### src/rtl/sparse_rx_pkg.sv
// Shared types, default geometry and popcount helper for the sparse chunk receiver.
package sparse_rx_pkg;

    typedef enum logic [0:0] {
        IDLE = 1'b0,
        RECV = 1'b1
    } rx_state_e;

    localparam int BUS_SIZE_DEF  = 16;
    localparam int DAT_SIZE_DEF  = 8;
    localparam int CHUNK_NUM_DEF = 4;
    localparam int BEAT_NUM_DEF  = 4;

    localparam int CHUNK_W_DEF = $clog2(CHUNK_NUM_DEF);
    localparam int BEAT_W_DEF  = $clog2(BEAT_NUM_DEF);
    localparam int BEATS_W_DEF = BEAT_W_DEF + 1;
    localparam int NZ_W_DEF    = $clog2(BUS_SIZE_DEF * BEAT_NUM_DEF) + 1;

    // Widest sparsemap slice the popcount helper accepts; narrower slices are zero-extended.
    localparam int POP_MAX = 64;
    localparam int POP_W   = $clog2(POP_MAX) + 1;

    function automatic logic [POP_W-1:0] popcount(input logic [POP_MAX-1:0] v);
        logic [POP_W-1:0] cnt;
        cnt = {POP_W{1'b0}};
        for (int i = 0; i < POP_MAX; i++) begin
            cnt = cnt + {{(POP_W-1){1'b0}}, v[i]};
        end
        return cnt;
    endfunction

endpackage

### src/rtl/sparse_rx_buf.sv
// Chunk buffer: 1R1W synchronous RAM with a registered read port (read-first on collision).
module sparse_rx_buf #(
    parameter int WIDTH = 144,
    parameter int DEPTH = 16,
    localparam int AW   = $clog2(DEPTH)
) (
    input  logic             clk_i,
    input  logic             rst_i,
    input  logic             we_i,
    input  logic [AW-1:0]    waddr_i,
    input  logic [WIDTH-1:0] wdata_i,
    input  logic             re_i,
    input  logic [AW-1:0]    raddr_i,
    output logic [WIDTH-1:0] rdata_o
);

    logic [WIDTH-1:0] r_mem [DEPTH];
    logic [WIDTH-1:0] r_q;

    // Storage array, deliberately not reset.
    always_ff @(posedge clk_i) begin
        if (we_i) begin
            r_mem[waddr_i] <= wdata_i;
        end
    end

    // Registered read data.
    always_ff @(posedge clk_i or negedge rst_i) begin
        if (!rst_i) begin
            r_q <= {WIDTH{1'b0}};
        end else if (re_i) begin
            r_q <= r_mem[raddr_i];
        end
    end

    assign rdata_o = r_q;

endmodule

### src/rtl/sparse_chunk_sram_receiver.sv
// Receiver for compressed chunks: buffers beats, tracks sequencing, publishes chunk-ready status.
// Optional NZ_COUNT_CHECK_EN adds nz_mismatch_o comparing nonzero data lanes against the sparsemap popcount.
module sparse_chunk_sram_receiver
    import sparse_rx_pkg::*;
#(
    parameter int BUS_SIZE  = BUS_SIZE_DEF,
    parameter int DAT_SIZE  = DAT_SIZE_DEF,
    parameter int CHUNK_NUM = CHUNK_NUM_DEF,
    parameter int BEAT_NUM  = BEAT_NUM_DEF
) (
    input  logic                                  clk_i,
    input  logic                                  rst_i,
    input  logic                                  wr_valid_i,
    input  logic [BUS_SIZE-1:0]                   wr_sparsemap_i,
    input  logic [BUS_SIZE*DAT_SIZE-1:0]          wr_nonzero_data_i,
    input  logic [$clog2(BEAT_NUM)-1:0]           wr_dat_count_i,
    input  logic [$clog2(CHUNK_NUM)-1:0]          wr_chunk_count_i,
    output logic                                  chunk_done_o,
    output logic [$clog2(CHUNK_NUM)-1:0]          chunk_done_idx_o,
    output logic [$clog2(BEAT_NUM):0]             chunk_done_beats_o,
    output logic [$clog2(BUS_SIZE*BEAT_NUM):0]    chunk_done_nz_o,
    output logic [CHUNK_NUM-1:0]                  chunk_ready_o,
    input  logic                                  rd_release_i,
    input  logic                                  rd_en_i,
    input  logic [$clog2(CHUNK_NUM)-1:0]          rd_chunk_i,
    input  logic [$clog2(BEAT_NUM)-1:0]           rd_beat_i,
    output logic                                  rd_valid_o,
    output logic [BUS_SIZE-1:0]                   rd_sparsemap_o,
    output logic [BUS_SIZE*DAT_SIZE-1:0]          rd_nonzero_data_o,
    output logic                                  seq_err_o,
    output logic                                  ovw_err_o,
`ifdef NZ_COUNT_CHECK_EN
    output logic                                  nz_mismatch_o,
`endif
    output logic                                  err_sticky_o
);

    localparam int CW = $clog2(CHUNK_NUM);
    localparam int BW = $clog2(BEAT_NUM);
    localparam int NW = $clog2(BUS_SIZE*BEAT_NUM) + 1;
    localparam int PW = $clog2(BUS_SIZE) + 1;
    localparam int DW = BUS_SIZE * DAT_SIZE;
    localparam int EW = BUS_SIZE + DW;
    localparam int AW = $clog2(CHUNK_NUM*BEAT_NUM);
    localparam logic [CHUNK_NUM-1:0] ONE_HOT0 = {{(CHUNK_NUM-1){1'b0}}, 1'b1};

    rx_state_e               r_state;
    rx_state_e               w_state_nxt;
    logic [CW-1:0]           r_cur_chunk;
    logic [BW-1:0]           r_exp_beat;
    logic [BW:0]             r_beat_cnt;
    logic [NW-1:0]           r_nz_acc;
    logic [CHUNK_NUM-1:0]    r_ready;
    logic [CHUNK_NUM-1:0]    w_ready_nxt;
    logic                    r_done, r_seq_err, r_ovw_err, r_sticky, r_rd_ok;
    logic [CW-1:0]           r_done_idx;
    logic [BW:0]             r_done_beats;
    logic [NW-1:0]           r_done_nz;
    logic                    w_start, w_accept, w_last, w_seq_err, w_term, w_ovw, w_mis;
    logic [PW-1:0]           w_pop;
    logic [BW:0]             w_fin_beats;
    logic [NW-1:0]           w_fin_nz;
    logic [EW-1:0]           w_rd_q;
    logic [AW-1:0]           w_waddr, w_raddr;

    assign w_pop   = PW'(popcount(POP_MAX'(wr_sparsemap_i)));
    assign w_waddr = AW'(wr_chunk_count_i) * AW'(BEAT_NUM) + AW'(wr_dat_count_i);
    assign w_raddr = AW'(rd_chunk_i) * AW'(BEAT_NUM) + AW'(rd_beat_i);

    // FSM state register.
    always_ff @(posedge clk_i or negedge rst_i) begin
        if (!rst_i) begin
            r_state <= IDLE;
        end else begin
            r_state <= w_state_nxt;
        end
    end

    // FSM next-state logic.
    always_comb begin
        w_state_nxt = IDLE;
        case (r_state)
            IDLE:    w_state_nxt = w_start ? RECV : IDLE;
            RECV: begin
                if (w_start) begin
                    w_state_nxt = RECV;
                end else if (w_accept && !w_last) begin
                    w_state_nxt = RECV;
                end else begin
                    w_state_nxt = IDLE;
                end
            end
            default: w_state_nxt = IDLE;
        endcase
    end

    // FSM output decode: a dat_count==0 beat always opens a chunk and closes any open one.
    always_comb begin
        w_start   = wr_valid_i && (wr_dat_count_i == {BW{1'b0}});
        w_last    = (wr_dat_count_i == BW'(BEAT_NUM-1));
        w_accept  = 1'b0;
        w_seq_err = 1'b0;
        w_term    = 1'b0;
        case (r_state)
            IDLE: begin
                w_seq_err = wr_valid_i && !w_start;
            end
            RECV: begin
                w_accept  = wr_valid_i && !w_start && (wr_chunk_count_i == r_cur_chunk)
                            && (wr_dat_count_i == r_exp_beat);
                w_seq_err = wr_valid_i && !w_start && !w_accept;
                w_term    = !wr_valid_i || w_start || w_seq_err || (w_accept && w_last);
            end
            default: begin
                w_seq_err = 1'b0;
            end
        endcase
        w_ovw       = w_start && r_ready[wr_chunk_count_i];
        w_fin_beats = w_accept ? r_beat_cnt + (BW+1)'(1'b1) : r_beat_cnt;
        w_fin_nz    = w_accept ? r_nz_acc + NW'(w_pop) : r_nz_acc;
    end

`ifdef NZ_COUNT_CHECK_EN
    logic [PW-1:0] w_lnz;
    logic [NW-1:0] r_lnz_acc;
    logic [NW-1:0] w_fin_lnz;
    logic          r_nz_mis;

    // Count nonzero data lanes of the incoming beat.
    always_comb begin
        w_lnz = {PW{1'b0}};
        for (int i = 0; i < BUS_SIZE; i++) begin
            w_lnz = w_lnz + PW'(wr_nonzero_data_i[i*DAT_SIZE +: DAT_SIZE] != {DAT_SIZE{1'b0}});
        end
    end

    assign w_fin_lnz = w_accept ? r_lnz_acc + NW'(w_lnz) : r_lnz_acc;
    assign w_mis     = w_term && (w_fin_lnz != w_fin_nz);

    // Lane-count accumulator and mismatch pulse.
    always_ff @(posedge clk_i or negedge rst_i) begin
        if (!rst_i) begin
            r_lnz_acc <= {NW{1'b0}};
            r_nz_mis  <= 1'b0;
        end else begin
            r_nz_mis <= w_mis;
            if (w_start) begin
                r_lnz_acc <= NW'(w_lnz);
            end else if (w_accept) begin
                r_lnz_acc <= w_fin_lnz;
            end
        end
    end

    assign nz_mismatch_o = r_nz_mis;
`else
    assign w_mis = 1'b0;
`endif

    // Chunk trackers.
    always_ff @(posedge clk_i or negedge rst_i) begin
        if (!rst_i) begin
            r_cur_chunk <= {CW{1'b0}};
            r_exp_beat  <= {BW{1'b0}};
            r_beat_cnt  <= {(BW+1){1'b0}};
            r_nz_acc    <= {NW{1'b0}};
        end else if (w_start) begin
            r_cur_chunk <= wr_chunk_count_i;
            r_exp_beat  <= BW'(1'b1);
            r_beat_cnt  <= (BW+1)'(1'b1);
            r_nz_acc    <= NW'(w_pop);
        end else if (w_accept) begin
            r_exp_beat  <= r_exp_beat + BW'(1'b1);
            r_beat_cnt  <= w_fin_beats;
            r_nz_acc    <= w_fin_nz;
        end
    end

    // Ready bits: a completing chunk's set beats a release or overwrite clear.
    always_comb begin
        w_ready_nxt = r_ready;
        w_ready_nxt = w_ready_nxt & ~(rd_release_i ? (ONE_HOT0 << rd_chunk_i) : {CHUNK_NUM{1'b0}});
        w_ready_nxt = w_ready_nxt & ~(w_ovw ? (ONE_HOT0 << wr_chunk_count_i) : {CHUNK_NUM{1'b0}});
        w_ready_nxt = w_ready_nxt | (w_term ? (ONE_HOT0 << r_cur_chunk) : {CHUNK_NUM{1'b0}});
    end

    // Registered status, error and read-qualifier outputs.
    always_ff @(posedge clk_i or negedge rst_i) begin
        if (!rst_i) begin
            r_ready      <= {CHUNK_NUM{1'b0}};
            r_done       <= 1'b0;
            r_done_idx   <= {CW{1'b0}};
            r_done_beats <= {(BW+1){1'b0}};
            r_done_nz    <= {NW{1'b0}};
            r_seq_err    <= 1'b0;
            r_ovw_err    <= 1'b0;
            r_sticky     <= 1'b0;
            r_rd_ok      <= 1'b0;
        end else begin
            r_ready      <= w_ready_nxt;
            r_done       <= w_term;
            r_done_idx   <= w_term ? r_cur_chunk : {CW{1'b0}};
            r_done_beats <= w_term ? w_fin_beats : {(BW+1){1'b0}};
            r_done_nz    <= w_term ? w_fin_nz : {NW{1'b0}};
            r_seq_err    <= w_seq_err;
            r_ovw_err    <= w_ovw;
            r_sticky     <= r_sticky | w_seq_err | w_ovw | w_mis;
            r_rd_ok      <= rd_en_i && r_ready[rd_chunk_i];
        end
    end

    sparse_rx_buf #(
        .WIDTH (EW),
        .DEPTH (CHUNK_NUM*BEAT_NUM)
    ) u_buf (
        .clk_i   (clk_i),
        .rst_i   (rst_i),
        .we_i    (wr_valid_i),
        .waddr_i (w_waddr),
        .wdata_i ({wr_sparsemap_i, wr_nonzero_data_i}),
        .re_i    (rd_en_i),
        .raddr_i (w_raddr),
        .rdata_o (w_rd_q)
    );

    assign chunk_done_o       = r_done;
    assign chunk_done_idx_o   = r_done_idx;
    assign chunk_done_beats_o = r_done_beats;
    assign chunk_done_nz_o    = r_done_nz;
    assign chunk_ready_o      = r_ready;
    assign seq_err_o          = r_seq_err;
    assign ovw_err_o          = r_ovw_err;
    assign err_sticky_o       = r_sticky;
    assign rd_valid_o         = r_rd_ok;
    assign rd_sparsemap_o     = r_rd_ok ? w_rd_q[EW-1 -: BUS_SIZE] : {BUS_SIZE{1'b0}};
    assign rd_nonzero_data_o  = r_rd_ok ? w_rd_q[DW-1:0] : {DW{1'b0}};

endmodule

### config.mk
export PLATFORM = sky130hd
export DESIGN_NAME = sparse_chunk_sram_receiver
export DESIGN_NICKNAME = d
export VERILOG_FILES = /design/src/rtl/sparse_rx_pkg.sv /design/src/rtl/sparse_rx_buf.sv /design/src/rtl/sparse_chunk_sram_receiver.sv
export SDC_FILE = /design/constraint.sdc
export NUM_CORES = 2
export LEC_CHECK = 0
export BUFFER_PORTS_ARGS = -buffer_cell sky130_fd_sc_hd__buf_2
export CAP_MARGIN = 20
export CORE_MARGIN = 2
export CORE_UTILIZATION = 58
export CTS_CLUSTER_SIZE = 12
export DETAILED_ROUTE_END_ITERATION = 10
export GPL_TIMING_DRIVEN = 0
export MAX_ROUTING_LAYER = met4
export PLACE_DENSITY = 0.75
export SETUP_SLACK_MARGIN = 0.1
export SYNTH_ARGS = -nofsm -noshare
export SYNTH_HDL_FRONTEND = slang
export SYNTH_SLANG_ARGS = --single-unit
### constraint.sdc
create_clock -name clk_i -period 3.7 [get_ports clk_i]
set_input_delay 0 -clock clk_i [delete_from_list [all_inputs] [get_ports clk_i]]
set_output_delay 0 -clock clk_i [all_outputs]
set_load 0.01 [all_outputs]
==> reports/qor.txt <==
Slew Viols, Final -> 0
Final min period -> 3.72 ns
crit-path cells -> buf_12, clkinvlp_4, fa_1, fa_2, fa_2, fa_1, inv_2, ha_4, a21o_1, a21oi_2, xor2_2, buf_6, inv_4, ha_4, or2_4, nand3_4, a2111oi_4, mux2i_1
largest vdd supply drop -> 560 uV
Slew Limit Headroom -> 0.157
# DRC -> 0
Post-Synthesis Cells -> 4,940
R2R Setup Slk -> 1.29 ns
post-synthesis xor/xnor area fraction -> 0.000556
number of max-cap violations -> 0
final period utilization -> 1.01
simple-gate share of the synthesized area -> 0.0294
post-route ant nets -> 0
compound-gate portion of the synthesized area -> 0.0474
status -> complete, but fails checks
sequential share of the synthesized area -> 0.779
worst-skew pair later-pin latency -> 0.88 ns
dominant cell type by area after synthesis -> edfxtp_1
Setup CP Type -> in -> reg
Vias/cell -> 6.42
final number of setup-violating endpoints -> 2
placer congestion estimate -> 0.840
Final Skew -> 0.0220 ns
final worst slack -> -0.0197 ns
CP max stage delay -> 0.59 ns
CTS Buffer Depth -> 3
Hold Path End -> u_buf.r_mem[5][107]$_DFFE_PP_
I/O pin count -> 322
multiplexer share of the synthesized area -> 0.121
Hold Vio Cnt, Final -> 0
hpwl dp -> 171,000 um
die area -> 0.166 sq mm
Pwr Total -> 60.1 mW
first-pass GRT wire length -> 366,000 um
critical path peak fanout -> 2
Fillers -> 10,000
Avg WL per Cell -> 31.4 um
crit path DAT -> 4.51 ns
hold path start -> wr_nonzero_data_i[107]
share of layout cells above drive strength 1 -> 0.220
Hold WC Path Type -> in -> reg
initial antenna violation count -> 46
Yosys cell types -> 56
unrepaired setup endpoints after global routing -> true
Rows -> 148
largest family of logic cells by synthesized area -> multiplexers
largest net degree at the start of global routing -> 77
Detailed Route WL -> 259,000 um
multi-input gate area in the final layout -> 0.0194 sq mm
EDFF count, synth -> 2,304
r2r startpoint -> r_exp_beat[1]$_DFFE_PN0P_
TritonCTS buffer count -> 239
adder-cell share of the synthesized area -> 0.00378
Die Y-Extent -> 408 um
Reg2Reg Depth -> 6
Die Wd -> 408 um
worst flop-to-flop path endpoint -> r_state$_DFF_PN0_
vias in the first global route -> 52,400
CP endpoint kind -> flip-flop
initial DRC count -> 7,767
Avg Synthesized Cell Area -> 19.1 sq um
Total GRT Usage -> 0.319
top-area cell type share of the netlist area -> 0.732
top post-synthesis cells by area -> edfxtp_1 (73%), mux4_2 (6.9%), dfrtp_1 (4.8%)
IO buf count -> 316
Worst-Margin Slew -> 1.26 ns
Sequential Area -> 0.0737 sq mm
Pleak -> 38.3 nW
post-synthesis net count -> 5,119
Max Fclk -> 0.269 GHz
launch point of the worst path -> wr_sparsemap_i[1]
CP Launch Type -> input port
#FFs+latches synth -> 2,484
critical path required time -> 4.49 ns
Mapped Area -> 0.0945 sq mm
vias -> 52,900
CP max-delay cell -> fa_2
Power Dens Cells -> 539 mW/mm^2
nets@finish -> 5,993
Post-synth ARST share -> 0.0725
H-tree lvl count -> 4
CTS Sinks -> 2,484
Fin Hold WS -> 0.0448 ns
P&R area growth vs syn -> 18.0%
Initial Utilization -> 0.582
synthesis warning total -> 0
CTS tree -> yes
Initial DRT Pass Iterations -> 9
failing checks -> negative setup slack
grt total ovfl -> 0
Worst Hold Path Cells -> 2
CTS clock-pin slew for the worst setup and hold paths -> 0.06 ns
main flop type after synthesis -> edfxtp_1
Core Area -> 0.162 sq mm
Root Buffer -> clkbuf_16
cells in the mapped netlist, types with 10 or more instances:
cell / n
edfxtp_1: 2304
mux2i_1: 417
mux4_2: 290
nor2_1: 279
dfrtp_1: 180
o22ai_1: 164
and2_1: 148
a31oi_1: 147
clkbuf_1: 137
a22oi_1: 115
inv_1: 111
buf_2: 107
a21oi_1: 79
o21ai_0: 73
mux2_2: 62
a221oi_1: 61
nand2_1: 49
nor3_1: 43
buf_4: 30
a211oi_1: 28
nand3_1: 16
fa_1: 11
ha_1: 11
nand3b_1: 10
report_power, final:
part / total (mW) / internal (mW) / switching [mW]
combinational: 5.15 / 2.01 / 3.14
clock: 23.2 / 13.0 / 10.1
sequential: 31.8 / 31.5 / 0.316
stage by stage:
stage          area [sq um]  std cells  setup WS (ns)   util  setup TNS, ns
2_1_floorplan         94700       4940          -1.12      -       -1878.16
3_3_place_gp          99000       7431          -5.30  0.610              -
4_1_cts              111000       8191         0.0721  0.685              0
5_1_grt              112000       8229        -0.0939  0.687         -0.209
6_report             112000       8244        -0.0197  0.687        -0.0201
3_5_place_dp         102000       7571          -1.76  0.628         -16.80
metal layers:
| metal | part of all wire | up-vias | track usage |
|---|---|---|---|
| li1 | - | 21700 | - |
| met1 | 0.37 | 27100 | 0.419 |
| met2 | 0.47 | 3554 | 0.486 |
| met3 | 0.12 | 584 | 0.0750 |
| met4 | 0.042 | 0 | 0.133 |
| met5 | 0 | - | - |
how the worst max path moves through the flow:
stage / cells past startpoint / to
2_1_floorplan: 3 / u_buf.r_mem[10][0]$_DFFE_PP_
3_3_place_gp: 4 / u_buf.r_mem[15][121]$_DFFE_PP_
3_5_place_dp: 17 / chunk_done_nz_o[6]$_DFF_PN0_
4_1_cts: 15 / chunk_done_nz_o[6]$_DFF_PN0_
5_1_grt: 18 / r_nz_acc[6]$_DFFE_PN0P_
6_report: 18 / chunk_done_nz_o[6]$_DFF_PN0_
registers in the layout, indices dropped and copies added, names as in the netlist, 2 cells and up:
| register | count |
|---|---|
| u_buf.r_mem | 2304 |
| u_buf.rdata_o | 144 |
| chunk_done_nz_o | 7 |
| r_nz_acc | 7 |
| chunk_ready_o | 4 |
| chunk_done_beats_o | 3 |
| r_beat_cnt | 3 |
| chunk_done_idx_o | 2 |
| r_cur_chunk | 2 |
| r_exp_beat | 2 |
worst max-delay path: cells and delay by family:
family	cells	cell delay, ns
XOR/XNOR	1	0.17
buffers and inverters	5	0.54
adder cells (fa/ha/maj)	6	2.57
multiplexers	1	0.24
AO/OA/AOI/OAI	3	0.79
AND/OR/NAND/NOR	2	0.21
kinds of logic after synthesis:
group,after synthesis
compound gates,685
xor+xnor,6
fa+ha+maj,22
buf+inv,397
flops,2484
mux,769
simple gates,577
placed cells by master (no fill, tap or decap), types with 164 or more instances in the layout:
cell / netlist / final
edfxtp_1: 2304 / 2304
mux2i_1: 417 / 417
buf_2: 107 / 410
mux4_2: 290 / 290
clkbuf_1: 137 / 267
nor2_1: 279 / 267
clkbuf_16: 0 / 243
dfrtp_1: 180 / 180
o22ai_1: 164 / 164
dlygate4sd3_1: 0 / 164
final cells by class:
cell class,count,area share
multi-input cells,2059,0.174
clock buffers,408,0.0620
repair buffers,633,0.0571
well taps,2175,0.0244
inverters,111,0.00386
flip-flops and latches,2484,0.661
plain buffers,286,0.0128
diodes,50,0.00112
clock inverters,38,0.00385
repair_timing:
action / 4_1_cts / 5_1_grt
endpoints found under the hold margin: 3064 / 0
setup buffers: 9 / 1
hold buffers: 165 / 0
resized for setup: 59 / 13
setup endpoints to repair: 51 / 9
pin swaps: 20 / 7
Power figures use the tool's default switching activity.
